File: config.mk
export PLATFORM = sky130hd
export DESIGN_NAME = uart_rx_edge_bit_sampler
export DESIGN_NICKNAME = d
export VERILOG_FILES = /design/src/rtl/uart_rx_edge_bit_sampler.sv
export SDC_FILE = /design/constraint.sdc
export NUM_CORES = 1
export LEC_CHECK = 0
export BUFFER_PORTS_ARGS = -buffer_cell sky130_fd_sc_hd__buf_2
export CAP_MARGIN = 20
export CORE_MARGIN = 2
export CORE_UTILIZATION = 58
export DETAILED_ROUTE_END_ITERATION = 7
export PLACE_DENSITY = 0.84
export SYNTH_ARGS = -nofsm -noshare
export SYNTH_HDL_FRONTEND = slang
export SYNTH_SLANG_ARGS = --single-unit
File: constraint.sdc
create_clock -name clk -period 3.3 [get_ports clk]
set_input_delay 0 -clock clk [delete_from_list [all_inputs] [get_ports clk]]
set_output_delay 0 -clock clk [all_outputs]
set_load 0.02 [all_outputs]
File: src/rtl/uart_rx_edge_bit_sampler.sv
// UART RX timing front end: edge/bit counters plus 3-point majority sampler.
// Optional macro RX_SYNC_EN adds a 2-flop synchronizer on rx (reset to 1).
module uart_rx_edge_bit_sampler #(
    parameter int EDGE_W  = 16,
    parameter int PRESC_W = 8,
    parameter int BIT_W   = 4
) (
    input  logic               clk,
    input  logic               rst,
    input  logic               rx,
    input  logic [PRESC_W-1:0] prescale,
    input  logic               cnt_en,
    input  logic               smp_en,
    output logic               rx_line,
    output logic [EDGE_W-1:0]  edge_count,
    output logic [BIT_W-1:0]   bit_count,
    output logic               sampled_bit,
    output logic               sample_valid,
    output logic               cfg_err
);

    typedef enum logic [1:0] {
        IDLE = 2'd0,
        RUN  = 2'd1,
        ERR  = 2'd2
    } state_t;

    state_t              state_q, state_d;
    logic                cnt_en_q;
    logic                cnt_rise;
    logic [PRESC_W-1:0]  presc_q;
    logic [EDGE_W-1:0]   last_edge;
    logic [EDGE_W-1:0]   mid;
    logic [EDGE_W-1:0]   edge_d;
    logic [BIT_W-1:0]    bit_d;
    logic                s0, s1;
    logic [1:0]          vld_pipe;

`ifdef RX_SYNC_EN
    logic [1:0] sync_q;

    always_ff @(posedge clk or negedge rst) begin
        if (!rst) sync_q <= 2'b11;
        else      sync_q <= {sync_q[0], rx};
    end

    assign rx_line = sync_q[1];
`else
    assign rx_line = rx;
`endif

    // Resetting the edge detector high means an enable already high when reset
    // releases is not a rise; counting waits for a fresh 0->1.
    always_ff @(posedge clk or negedge rst) begin
        if (!rst) cnt_en_q <= 1'b1;
        else      cnt_en_q <= cnt_en;
    end

    assign cnt_rise = cnt_en & ~cnt_en_q;

    always_ff @(posedge clk or negedge rst) begin
        if (!rst)          presc_q <= '0;
        else if (cnt_rise) presc_q <= prescale;
    end

    assign last_edge = EDGE_W'(presc_q) - EDGE_W'(1);
    assign mid       = EDGE_W'(presc_q >> 1);

    always_ff @(posedge clk or negedge rst) begin
        if (!rst) state_q <= IDLE;
        else      state_q <= state_d;
    end

    // The RUN/ERR decision uses the live prescale, which is the value presc_q latches on this edge.
    always_comb begin
        state_d = state_q;
        case (state_q)
            IDLE: begin
                if (cnt_rise) state_d = (prescale < PRESC_W'(4)) ? ERR : RUN;
            end
            RUN, ERR: begin
                if (!cnt_en) state_d = IDLE;
            end
            default: state_d = IDLE;
        endcase
    end

    assign cfg_err = (state_q == ERR);

    always_comb begin
        edge_d = edge_count;
        bit_d  = bit_count;
        if (state_q != RUN || !cnt_en) begin
            edge_d = '0;
            bit_d  = '0;
        end else if (edge_count == last_edge) begin
            edge_d = '0;
            if (bit_count != {BIT_W{1'b1}}) bit_d = bit_count + BIT_W'(1);
        end else begin
            edge_d = edge_count + EDGE_W'(1);
        end
    end

    always_ff @(posedge clk or negedge rst) begin
        if (!rst) begin
            edge_count <= '0;
            bit_count  <= '0;
        end else begin
            edge_count <= edge_d;
            bit_count  <= bit_d;
        end
    end

    // vld_pipe tracks which of s0/s1 were captured with sampling enabled;
    // any gap in smp_en discards the partial set.
    always_ff @(posedge clk or negedge rst) begin
        if (!rst) begin
            s0           <= 1'b1;
            s1           <= 1'b1;
            vld_pipe     <= '0;
            sampled_bit  <= 1'b1;
            sample_valid <= 1'b0;
        end else begin
            sample_valid <= 1'b0;
            if (state_q != RUN || !smp_en) begin
                vld_pipe <= '0;
            end else if (edge_count == mid - EDGE_W'(1)) begin
                s0       <= rx_line;
                vld_pipe <= 2'b01;
            end else if (edge_count == mid) begin
                s1       <= rx_line;
                vld_pipe <= {vld_pipe[0], 1'b0};
            end else if (edge_count == mid + EDGE_W'(1)) begin
                vld_pipe <= '0;
                if (vld_pipe[1]) begin
                    sampled_bit  <= (s0 & s1) | (s0 & rx_line) | (s1 & rx_line);
                    sample_valid <= 1'b1;
                end
            end
        end
    end

endmodule
==> impl_metrics.env <==
export IMPL_outcome="finished, final reports clean"
export IMPL_end_kind="flop"
export IMPL_peakVddDrop_mv=0.315
export IMPL_die_y_um=71.1
export IMPL_slew_headroom_pct=45.3
export IMPL_power_share_combinational_pct=27.8
export IMPL_power_uw=1200
export IMPL_period_minus_slack_ps=2950
export IMPL_cts_sinks=37
export IMPL_antenna_cells=0
export IMPL_core_sq_um=4350
export IMPL_ctsHoldBuffers=11
export IMPL_die_area_sq_um=5060
export IMPL_rsz0062_at_grt="no"
export IMPL_worstMarginPinSlew_ps=819
export IMPL_hold_class="in2reg"
export IMPL_power_switching_uw=416
export IMPL_first_global_vias=2133
export IMPL_dp_hpwl_mm=4.17
export IMPL_cts_path_max_buffers=2
export IMPL_layout_drive_gt1_share_pct=18.3
export IMPL_rows=24
export IMPL_grt_pass1_wl_mm=9.96
export IMPL_cap_violations=0
export IMPL_ys_seq_elements=37
export IMPL_leakage_uw=0.00129
export IMPL_syn_to_final_growth_pct=11.9
export IMPL_finalCoreUtilization_pct=67.2
export IMPL_grt_max_degree=38
export IMPL_yosysMostFrequentCell="dfrtp_1"
export IMPL_synth_distinct_cells=62
export IMPL_avgRoutedWirePerCell_um=15.6
export IMPL_portBuffers=36
export IMPL_yosysSeqAreaShare_pct=35.6
export IMPL_ys_flop_type="dfrtp_1"
export IMPL_fmax_mhz=339
export IMPL_syn_nets=311
export IMPL_cp_required_ps=3450
export IMPL_numCtsBuffers=5
export IMPL_clockPowerShare_pct=25.9
export IMPL_synth_area_sq_um=2620
export IMPL_die_w_um=71.1
export IMPL_switching_share_pct=34.8
export IMPL_final_nets=348
export IMPL_crit_fanout=16
export IMPL_finalCritPeriodShare_pct=89.4
export IMPL_grtUsageTotal_pct=24.8
export IMPL_p_int_uw=780
export IMPL_grt_ovfl_total=0
export IMPL_hold_viol=0
export IMPL_timing_final_max_slew_violations=0
export IMPL_drc=0
export IMPL_htree_levels=2
export IMPL_synth_cells=289
export IMPL_critPathKind="reg2reg"
export IMPL_async_flop_share_pct=100
export IMPL_postCtsSetupBuffers=0
export IMPL_drtIter0Drc=166
export IMPL_cts_resized=0
export IMPL_antenna_found_initial=0
export IMPL_vias_per_cell=6.01
export IMPL_dr_pass1_iters=5
export IMPL_gp_congestion=0.865
export IMPL_vias=2278
export IMPL_pwr_density_cell_nw_per_um2=409
export IMPL_synth_edff_count=0
export IMPL_netlist_area_leader_share_pct=31.6
export IMPL_finalSetupViolations=0
export IMPL_yosysWarnings=0
export IMPL_setup_tns_ps=0
export IMPL_wl_mm=5.90
export IMPL_seq_power_share_pct=46.2
export IMPL_clk_latency_ps=300
export IMPL_synth_area_top_cells="dfrtp_1 32%, xnor2_1 8.7%, ha_1 4.3%"
export IMPL_cp_arrival_ps=3100
export IMPL_clkSlewWorstSetupHoldPaths_ps=70
export IMPL_cts_tree="yes"
export IMPL_initial_core_util_pct=60.1
export IMPL_synth_top_area_cell="dfrtp_1"
export IMPL_critPathLaunchType="flop"
export IMPL_ant_nets=0
export IMPL_syn_area_per_cell_sq_um=9.05
export IMPL_ios=37
export IMPL_finClkSkew_ps=9.83
export IMPL_yosys_top_cells_count="33 x dfrtp_1, 27 x nand2_1, 26 x xnor2_1, 21 x nor3_1, 17 x nor2_1"
export IMPL_cts_root_buffer="clkbuf_8"
## kinds of logic after synthesis
kind of cell / after synthesis / share of synthesized area [%]
simple gates: 122 / 25.5
compound gates: 46 / 12.1
flops: 37 / 35.6
xor+xnor: 36 / 12.3
buf+inv: 32 / 7.13
fa+ha+maj: 10 / 4.69
mux: 6 / 2.63
## area by class of cell
cell class | count | area [sq um]
clock buffer | 6 | 72.6
clock inverter | 2 | 10.0
fill | 344 | 1430
inverter | 14 | 52.6
multi-input combinational | 220 | 1500
sequential | 37 | 931
tap | 52 | 65.1
timing repair buffer | 48 | 298
## stage by stage
step | std cells | hold WS, ps | worst slack (ps) | instance area [sq um]
2_1_floorplan | 289 | -296 | 890 | 2620
3_3_place_gp | 360 | 130 | 555 | 2730
3_5_place_dp | 360 | 141 | 419 | 2730
4_1_cts | 379 | 21.4 | 398 | 2930
5_1_grt | 379 | 62.2 | 142 | 2930
6_report | 379 | 28.2 | 351 | 2930
## path summary, 6_finish.rpt
check / start / endpoint / slack (ps) / depth (start not counted)
worst min-delay path: smp_en / vld_pipe[0] / 30 / 3
worst max-delay path: presc_q[1] / edge_count[11] / 350 / 9
worst max register to register: presc_q[1] / edge_count[11] / 350 / 9
min in group asynchronous: rst / state_q[1] / 350 / 2
max in group asynchronous: rst / vld_pipe[0] / 2430 / 2
worst min register to register: state_q[1] / state_q[1] / 560 / 1
## per-layer routing
| metal | global-route usage (%) | share of wire, % |
|---|---|---|
| met1 | 34.3 | 44 |
| met3 | 5.56 | 5.3 |
| met4 | 7.97 | 1.2 |
| met2 | 38.8 | 49 |
| met5 | 0 | 0 |
## layout by cell type, fill, tap and decap left out, types with 10 or more instances in the layout
cell           count
buf_2             36
nand2_1           27
nor2_1            17
nor3_1            21
dlygate4sd3_1     11
xnor2_1           26
nand3_1           14
dfrtp_1           33
inv_1             14
o21ai_0           10
## critical path, stage by stage, from the launching register on
cell	delay, ps
dfrtp_1	480
inv_1	140
ha_1	220
nor3b_2	200
or4_1	430
nor3_1	150
a41oi_1	80
a22oi_1	370
and2_1	570
nor3_1	150
## flip-flops by register name (all words and copies together), names as in the netlist
signal        cells
cnt_en_q          1
presc_q           8
bit_count         4
sampled_bit       1
vld_pipe          2
state_q           2
edge_count       16
sample_valid      1
s1                1
s0                1
## power groups by stage
stage	clock, uW	sequential [uW]	combinational, uW
after floorplan	0	530	276
after global placement	0	557	306
after detailed placement	0	560	319
after CTS	315	552	330
after global routing	335	559	372
final	310	553	333
Power figures use the tool's default switching activity.
